===== config.mk =====
export PLATFORM = sky130hd
export DESIGN_NAME = sprite_line_eval
export DESIGN_NICKNAME = d
export VERILOG_FILES = /design/src/rtl/sprite_line_eval.sv
export SDC_FILE = /design/constraint.sdc
export NUM_CORES = 1
export LEC_CHECK = 0
export ABC_AREA = 1
export BUFFER_PORTS_ARGS = -buffer_cell sky130_fd_sc_hd__buf_4
export CAP_MARGIN = 20
export CORE_MARGIN = 2
export CORE_UTILIZATION = 45
export CTS_CLUSTER_DIAMETER = 40
export DETAILED_ROUTE_END_ITERATION = 10
export PLACE_DENSITY = 0.72
export SYNTH_ARGS = -nofsm -noshare
export SYNTH_HDL_FRONTEND = slang
export SYNTH_SLANG_ARGS = --single-unit

===== constraint.sdc =====
create_clock -name clk -period 3.6 [get_ports clk]
set_clock_uncertainty 0.1 [all_clocks]
set_input_delay 0.36 -clock clk [delete_from_list [all_inputs] [get_ports clk]]
set_output_delay 0.36 -clock clk [all_outputs]
set_load 0.005 [all_outputs]

===== src/rtl/sprite_line_eval.sv =====
// Per-scanline sprite evaluator: scans OAM for the next line and writes Y-hit
// sprites into the view RAM. Optional SPRITE_EVAL_CLEAR_EN fills unused slots.
module sprite_line_eval #(
   parameter int OAM_NUM  = 64,
   parameter int VIEW_NUM = 8,
   parameter int TILE_H   = 8
) (
   input  logic                          clk,
   input  logic                          rstn,
   input  logic                          lineStart,
   input  logic [7:0]                    lineY,
   output logic [$clog2(OAM_NUM)-1:0]    oamAddr,
   input  logic [31:0]                   oamData,
   output logic                          viewWe,
   output logic [$clog2(VIEW_NUM)-1:0]   viewAddr,
   output logic [31:0]                   viewData,
   output logic [$clog2(VIEW_NUM):0]     viewCount,
   output logic                          overflow,
   output logic                          busy,
   output logic                          done
);

   localparam int OW = $clog2(OAM_NUM);
   localparam int VW = $clog2(VIEW_NUM);
   localparam int CW = VW + 1;

   typedef enum logic [2:0] {
      IDLE  = 3'd0,
      SCAN  = 3'd1,
      DRAIN = 3'd2,
`ifdef SPRITE_EVAL_CLEAR_EN
      CLEAR = 3'd3,
`endif
      DONE  = 3'd4
   } state_t;

   state_t state, nextState;

   logic [7:0]    curY;
   logic [CW-1:0] hitCnt;
   logic          ovfFlag;
   logic          dataValid;
   logic          drainCnt;
   logic          isHit;
   logic [8:0]    y9, p9;

   // 9-bit compare so posY near 0xFF never wraps onto low lines
   assign y9    = {1'b0, curY};
   assign p9    = {1'b0, oamData[23:16]};
   assign isHit = (y9 >= p9) && (y9 < p9 + 9'(TILE_H));

   assign busy = (state != IDLE);
   assign done = (state == DONE);

`ifdef SPRITE_EVAL_CLEAR_EN
   logic [CW-1:0] clrPtr;
   logic [CW-1:0] clrSlot;
   assign clrSlot = (state == CLEAR) ? clrPtr : hitCnt;
`endif

   always_comb begin
      nextState = state;
      case (state)
         IDLE:  if (lineStart) nextState = SCAN;
         SCAN:  if (oamAddr == OW'(OAM_NUM - 1)) nextState = DRAIN;
         DRAIN: begin
            if (drainCnt) begin
`ifdef SPRITE_EVAL_CLEAR_EN
               nextState = (hitCnt < CW'(VIEW_NUM)) ? CLEAR : DONE;
`else
               nextState = DONE;
`endif
            end
         end
`ifdef SPRITE_EVAL_CLEAR_EN
         CLEAR: if (clrPtr == CW'(VIEW_NUM)) nextState = DONE;
`endif
         DONE:  nextState = IDLE;
         default: nextState = IDLE;
      endcase
   end

   always_ff @(posedge clk) begin
      if (!rstn) begin
         state     <= IDLE;
         oamAddr   <= '0;
         viewWe    <= 1'b0;
         viewAddr  <= '0;
         viewData  <= '0;
         viewCount <= '0;
         overflow  <= 1'b0;
         curY      <= '0;
         hitCnt    <= '0;
         ovfFlag   <= 1'b0;
         dataValid <= 1'b0;
         drainCnt  <= 1'b0;
`ifdef SPRITE_EVAL_CLEAR_EN
         clrPtr    <= '0;
`endif
      end else begin
         state     <= nextState;
         viewWe    <= 1'b0;
         // OAM data for an address issued in SCAN arrives one cycle later
         dataValid <= (state == SCAN);

         if (state == IDLE && lineStart) begin
            curY    <= lineY;
            hitCnt  <= '0;
            ovfFlag <= 1'b0;
            oamAddr <= '0;
         end else if (state == SCAN && nextState == SCAN) begin
            oamAddr <= oamAddr + 1'b1;
         end

         drainCnt <= (state == DRAIN) ? ~drainCnt : 1'b0;

         if (dataValid && isHit) begin
            if (hitCnt < CW'(VIEW_NUM)) begin
               viewWe   <= 1'b1;
               viewAddr <= hitCnt[VW-1:0];
               viewData <= oamData;
               hitCnt   <= hitCnt + 1'b1;
            end else begin
               ovfFlag <= 1'b1;
            end
         end

`ifdef SPRITE_EVAL_CLEAR_EN
         // Off-screen filler so drawers can ignore slots without checking viewCount
         if (nextState == CLEAR) begin
            viewWe   <= 1'b1;
            viewAddr <= clrSlot[VW-1:0];
            viewData <= 32'hFFFF_0000;
            clrPtr   <= clrSlot + 1'b1;
         end
`endif

         if (nextState == DONE) begin
            viewCount <= hitCnt;
            overflow  <= ovfFlag;
         end
      end
   end

endmodule


Word-level counts from Yosys, hierarchy flattened
Cells that the tools add are included.
Widths: inputs -> output; s select.
{"block": "totals", "reg_bits": 65, "in_bits": 43, "out_inout_bits": 49}
{"block": "classes", "reduce_logical": 10, "muxes": 11, "n_addsub": 3, "magnitude_cmp": 3, "n_bitwise": 2, "n_eq_ne": 6}
{"op": "$mux 4", "count": 3}
{"op": "$add 8x4->9 const B", "count": 1}
{"op": "$lt 8x9->1", "count": 1}
{"op": "$mux 3", "count": 3}
{"op": "$pmux 3 s3", "count": 1}
{"op": "$ge 8x8->1", "count": 1}
{"op": "$add 6x1->6 const B", "count": 1}
{"op": "$eq 3x1->1 const B", "count": 2}
{"op": "$eq 3x3->1 const B", "count": 2}
{"op": "$eq 6x6->1 const B", "count": 1}
{"op": "$reduce_and 2->1", "count": 3}
{"op": "$add 4x1->4 const B", "count": 1}
{"op": "$logic_and 1x1->1", "count": 4}
{"op": "$lt 4x4->1 const B", "count": 1}
{"op": "$mux 1", "count": 4}
{"op": "$eq 3x2->1 const B", "count": 1}
{"op": "$logic_not 3->1", "count": 1}
{"op": "$reduce_bool 3->1", "count": 1}
{"op": "$not 1->1", "count": 2}
{"op": "$reduce_or 2->1", "count": 1}

Longest topological paths before layout
Gate-level depths: netlist of the first run.
{"block": "depth", "depth_word": 5, "ltp_mapped": 14, "mapped_depth_nobuf": 14}

Worst setup path before layout of the first run
Ideal clock, no wire load.
{"block": "synth_timing", "path_kind": "input port to flip-flop", "startpoint": "input oamData[19]", "endpoint": "register viewAddr[2]", "required_time_ns": 3.430, "slack_ns": 1.589, "path_buffers": 2, "path_stages": 14, "setup_ns": 0.070, "t_arrival_ns": 1.841, "cell_sequence": "ha_1 inv_1 ha_1 nand2_1 nor2_1 nand2_1 nand2_1 nand2_1 nand2_1 nand2_1 buf_4 buf_2 nand4_1 a21oi_1"}
{"block": "synth_via", "elab_chain_cells": 5, "elab_cells_between_ends": 6, "classes_between": "add/sub: 1; order compare: 2; reduce/logical: 3"}
{"element": "start: declaration", "line_no": "13", "rtl": "input logic [31:0] oamData,"}
{"element": "$add 8x4->9", "line_no": "50", "rtl": "assign isHit = (y9 >= p9) && (y9 < p9 + 9'(TILE_H));"}
{"element": "$lt 8x9->1", "line_no": "50"}
{"element": "$logic_and 1x1->1 *", "line_no": "50"}
{"element": "$logic_and 1x1->1 *", "line_no": "117", "rtl": "if (dataValid && isHit) begin"}
{"element": "$reduce_and 2->1 (no source line) *"}
{"element": "end signal: assignment", "line_no": "120", "rtl": "viewAddr <= hitCnt[VW-1:0];"}
{"element": "end: declaration", "line_no": "15", "rtl": "output logic [$clog2(VIEW_NUM)-1:0] viewAddr,"}
Every way passes the cells marked *; elsewhere a longest branch is shown, timed or not.
A chain may end at the register's enable or synchronous reset.

Worst setup path in the final report of the first run
{"block": "layout_timing", "startpoint": "input oamData[19]", "endpoint": "register viewAddr[1]"}
Same word-level chain as after synthesis.

==> results of run 1 <==
==> through the flow <==
stage	setup WS (ps)	util	hold slack (ps)	total power [µW]
2_1_floorplan	1590	-	327	865
3_3_place_gp	920	0.572	343	937
3_5_place_dp	847	0.572	348	942
4_1_cts	1190	0.598	186	1460
5_1_grt	986	0.598	186	1520
6_report	1180	0.598	202	1450
==> cells in the final DEF (no fill, tap or decap), drive strengths merged <==
cell type  count
inv           37
a21boi         1
nand4         37
xor2           4
nor2          23
o22ai          1
clkinvlp       2
or2            1
buf           96
nand3         15
ha            16
xnor2          2
nand2         67
dfxtp         65
nor3           2
a21oi         58
clkinv         4
o21ai         18
clkbuf        10
o21a           1
==> metal layers <==
| layer | share of wire | GRT usage |
|---|---|---|
| met5 | 0 | 0 |
| met4 | 0.010 | 0.0924 |
| met3 | 0.052 | 0.0475 |
| met2 | 0.47 | 0.323 |
| met1 | 0.47 | 0.255 |
==> power breakdown <==
group          leakage [µW]  internal (µW)  switching (µW)
registers          0.000526            736            12.1
logic               0.00106           78.6            98.0
clock network     0.0000818            245             277
==> critical path: cells and delay by family <==
kind            cells  cell delay (ps)
compound gates      2              360
xor+xnor            1              150
fa+ha+maj           2              470
buf+inv             2              480
simple gates        4              760
==> sequential cells by signal (all words and copies together) (netlist names) <==
name,flops
curY,8
dataValid,1
drainCnt,1
hitCnt,4
oamAddr,6
overflow,1
ovfFlag,1
state,3
viewAddr,3
viewCount,4
viewData,32
viewWe,1
==> area by class of cell <==
type | count | area, µm² | share of cell area
clock buffer | 10 | 128 | 0.0340
clock inverter | 6 | 35.0 | 0.00933
inverter | 37 | 139 | 0.0370
multi-input combinational | 246 | 1340 | 0.356
sequential | 65 | 1300 | 0.346
tap | 77 | 96.3 | 0.0256
timing repair buffer | 96 | 721 | 0.192
==> worst min-delay path by stage <==
stage | from | to | slack (ps) | cells past startpoint
floorplan | curY[1]$_SDFFE_PN0P_ | curY[1]$_SDFFE_PN0P_ | 330 | 2
global placement | curY[1]$_SDFFE_PN0P_ | curY[1]$_SDFFE_PN0P_ | 340 | 2
detailed placement | curY[1]$_SDFFE_PN0P_ | curY[1]$_SDFFE_PN0P_ | 350 | 2
CTS | oamData[26] | viewData[26]$_SDFFE_PN0P_ | 190 | 3
global route | oamData[24] | viewData[24]$_SDFFE_PN0P_ | 190 | 3
finish | oamData[26] | viewData[26]$_SDFFE_PN0P_ | 200 | 3
==> cells by family after synthesis <==
family	share of synthesized area
and+or+nand+nor	0.232
AOI/OAI and AO/OA	0.140
DFF	0.450
buffers and inverters	0.0896
adders and majority gates	0.0693
xor gates and xnor gates	0.0182
==> metrics, run 1 <==
RR Startpoint curY[3]$_SDFFE_PN0P_; Syn Area/Cell around 8 µm²; Crit-path slowest cell buf_4; Hold Vio Cnt, Final 0; Ports 92; clk buf depth 2; Reg clk slew, reported paths ~70 ps; CTS H-tree lvls 3; first-pass GRT wire length between 10000 and 15000 µm; final period utilization 0.672; Non-Filler Instances around 540; crit-path max cell delay between 300 and 400 ps; crit-path cells buf_4 > ha_1 > nand3_1 > xor2_1 > ha_1 > a21boi_0 > nand2_1 > nand3_2 > buf_4 > nand2_1 > a21oi_1; final-layout fill cell count 588; Ys Warns 0; share of cells above drive strength 1 0.252; Critical Path End viewAddr[1]$_SDFFE_PN0P_; GRT Total Usage 0.201; most area-hungry cell type in the Yosys netlist dfxtp_1; sequential fraction of the synthesis area 0.450; design area 3760 µm²; Synth async-reset ratio 0; pin count of the biggest net entering global routing 38; dpl cell area around 3600 µm²; Max VDD drop 0.277 mV; row count 29; antenna violations before repair 0; most common cell in the netlist nand2_1; Setup crit start kind input port; Core ar. between 6000 and 7000 µm²; Worst R2R Setup Slack between 1000 and 1500 ps; max-cap viol count 0; Slew HR 0.533; gpl congestion approximately 0.81; Sink Count 65; post-CTS sizing 0; largest cells by area after synthesis dfxtp_1 (45%), a21oi_1 (9.9%), nand2_1 (8.7%); RR Endpoint viewAddr[1]$_SDFFE_PN0P_; Die W 84.1 µm; status completed; Post-synth EDFFs 0; Critical Path Sink Type register; initial cell density of the core 0.460; detailed-route wire length 7000 µm; Final TNS setup 0 ps; CP max FO 37; Distinct cells, synth 25; RSZ-0062 raised after global routing no; vias per cell 5.15; Synth Register Bits 65; via count approximately 2800; max frequency 414 MHz; Hold-fix buffers, CTS 0; clk_lat worst skew 330 ps; clock root buffer clkbuf_8; DRT iter0 DRCs approximately 130; Lkg Pwr 0.00167 µW; Final ANT Viol Nets 0; antenna cells 0; dpl cells approximately 520; # setup viols final 0; Post-CTS Setup Bufs 0; Max Slew Vio Count 0; critical path arrival 2580 ps; P&R area growth vs syn 30.0%; final worst path period need roughly 2400 ps; TritonRoute pass-1 iters 4; # DRC 0; port buffer count 91; Cells after Synth 371; PwrDens slightly below 400 nW/µm²; top post-synthesis cells by count nand2_1 (67), dfxtp_1 (65), a21oi_1 (57); FF-to-FF path depth 13; WL per Instance 13.0 µm; data required time of the critical path between 3000 and 4000 ps; Netlist Area Pre-Place just under 3000 µm²; Nets 514; worst slew pin tran roughly 700 ps; vias in the first global route between 2000 and 3000; CTS tree built; DIE AREA 7080 µm²; post-synth top area share 0.450; CP Launch Point oamData[19]; hpwl dp ~4900 µm; Setup Crit Path Kind in -> reg; grt total ovfl 0; hold crit path type in -> reg; cts bufs inserted 9; die height ~84 µm; Synth Flop Type dfxtp_1; Mapped Nets 430
No activity file was read; power rests on OpenSTA's default activity.
==> inputs of run 2 (changes only) <==
==> constraint.sdc (replaced) <==
create_clock -name clk -period 2.5 [get_ports clk]
set_clock_uncertainty 0.1 [all_clocks]
set_input_delay 0.25 -clock clk [delete_from_list [all_inputs] [get_ports clk]]
set_output_delay 0.25 -clock clk [all_outputs]
set_load 0.005 [all_outputs]
==> metrics, run 2 (synthesis results as in run 1) <==
RSZ-0062 raised after global routing no (unchanged); design area 3820 µm² (was 3760 µm²); Critical Path Sink Type register (unchanged); initial cell density of the core 0.460 (unchanged); critical path arrival 2220 ps (was 2580 ps); row count 29 (unchanged); first-pass GRT wire length 11200 µm (was 11600 µm); final-layout fill cell count 580 (was 588); antenna cells 0 (unchanged); register with the most flip-flops viewData (unchanged); DIE AREA 7080 µm² (unchanged); Switching Share 0.243 (was 0.268); post-CTS sizing 0 (unchanged); Nets 517 (was 514); commonest non-fill, non-tap cell in the layout buf_4 (unchanged); CTS H-tree lvls 3 (unchanged); PwrDens 582 nW/µm² (was 385 nW/µm²); data required time of the critical path 2670 ps (was 3770 ps); sequential power share 0.484 (was 0.517); hpwl dp 4830 µm (was 4870 µm); share of cells above drive strength 1 0.255 (was 0.252); Hold Vio Cnt, Final 0 (unchanged); top flop regs viewData (32), curY (8), oamAddr (6) (unchanged); Storage cell area 1300 µm² (unchanged); P&R area growth vs syn 32.4% (was 30.0%); dpl cell area 3630 µm² (was 3590 µm²); WL per Instance 12.8 µm (was 13.0 µm); vias per cell 5.12 (was 5.15); Ports 92 (unchanged); via count 2758 (was 2768); detailed-route wire length 6920 µm (was 7000 µm); clk buf depth 2 (unchanged); max-cap viol count 0 (unchanged); Reg clk slew, reported paths 70 ps (about the same); Final ANT Viol Nets 0 (unchanged); CTS tree built (unchanged); die height 84.1 µm (unchanged); Largest register FFs 32 (unchanged); Final TNS setup 0 ps (unchanged); pin count of the biggest net entering global routing 39 (was 38); Sink Count 65 (unchanged); # setup viols final 0 (unchanged); Max VDD drop 0.328 mV (was 0.277 mV); commonest non-fill, non-tap cells in the layout buf_4 (98), nand2_1 (67), dfxtp_1 (65) (was buf_4 (96), nand2_1 (67), dfxtp_1 (65)); Slew HR 0.723 (was 0.533); combinational share of power 0.117 (was 0.122); switching pwr 540 µW (was 388 µW); Worst R2R Setup Slack 450 ps (was 1280 ps); grt total ovfl 0 (unchanged); worst slew pin tran 414 ps (was 700 ps); Lkg Pwr 0.00171 µW (was 0.00167 µW); Post-CTS Setup Bufs 0 (unchanged); Hold-fix buffers, CTS 0 (unchanged); clk_lat worst skew 340 ps (was 330 ps); Core ar. 6280 µm² (unchanged); WHS 82.5 ps (was 202 ps); clock root buffer clkbuf_8 (unchanged); DRT iter0 DRCs 92 (was 134); gpl congestion 0.767 (was 0.812); GRT Total Usage 0.197 (was 0.201); cts bufs inserted 9 (unchanged); hold crit path type in -> reg (unchanged); vias in the first global route 2487 (was 2608); final worst path period need 2050 ps; status completed (unchanged); final period utilization 0.820; Setup Crit Path Kind reg -> reg (was in -> reg); Max Slew Vio Count 0 (unchanged); CP max FO 14 (was 37); Clk pwr share 0.399 (was 0.361); TritonRoute pass-1 iters 4 (unchanged); # DRC 0 (unchanged); max frequency 488 MHz; antenna violations before repair 0 (unchanged); port buffer count 91 (unchanged); Cell Int Power 1690 µW (was 1060 µW); Setup crit start kind register (was input port); Die W 84.1 µm (unchanged); area occupied by multi-input gates 1340 µm² (unchanged)
-- run 2: worst max-delay path, stage by stage (launching register included) --
cell and delay (ps):
dfxtp_1 340, ha_1 320, nand2_1 60, inv_1 50, nand2_1 40, nand2_1 60
nand2_1 80, a21oi_4 370, buf_4 270, nand4_1 110, a21oi_1 180
-- run 2: cell type report --
cell class                 count  share of cell area
tap                           77              0.0252
clock buffer                  12              0.0406
clock inverter                 3              0.0105
inverter                      37              0.0363
multi-input combinational    246               0.349
timing repair buffer          99               0.198
sequential                    65               0.340
-- run 2: path summary, 6_finish.rpt --
check                             from                         to  cells past startpoint
min                        oamData[25]  viewData[25]$_SDFFE_PN0P_                      3
min reg2reg  viewData[15]$_SDFFE_PN0P_  viewData[15]$_SDFFE_PN0P_                      2
max               curY[3]$_SDFFE_PN0P_   viewData[0]$_SDFFE_PN0P_                     10
max reg2reg       curY[3]$_SDFFE_PN0P_   viewData[0]$_SDFFE_PN0P_                     10
-- run 2: through the flow --
step | cells | utilization | worst slack (ps) | total power (µW)
after floorplan | 371 | - | 599 | 1250
after global placement | 524 | 0.578 | 301 | 1360
after detailed placement | 524 | 0.578 | 238 | 1360
after CTS | 539 | 0.609 | 423 | 2260
after global routing | 539 | 0.609 | 240 | 2340
final | 539 | 0.609 | 450 | 2230
-- run 2: per-layer routing --
layer	vias up	track usage	part of all wire
met4	0	0.0938	0.0090
met1	1267	0.250	0.45
met5	-	0	0
li1	1425	-	-
met2	62	0.312	0.48
met3	4	0.0534	0.055
-- run 2: power by group through the flow --
stage / Sequential [µW] / Clock, µW / Combinational [µW]
floorplan: 1100 / 0 / 148
global placement: 1100 / 0 / 254
detailed placement: 1100 / 0 / 260
CTS: 1080 / 917 / 262
global route: 1080 / 965 / 293
finish: 1080 / 888 / 260
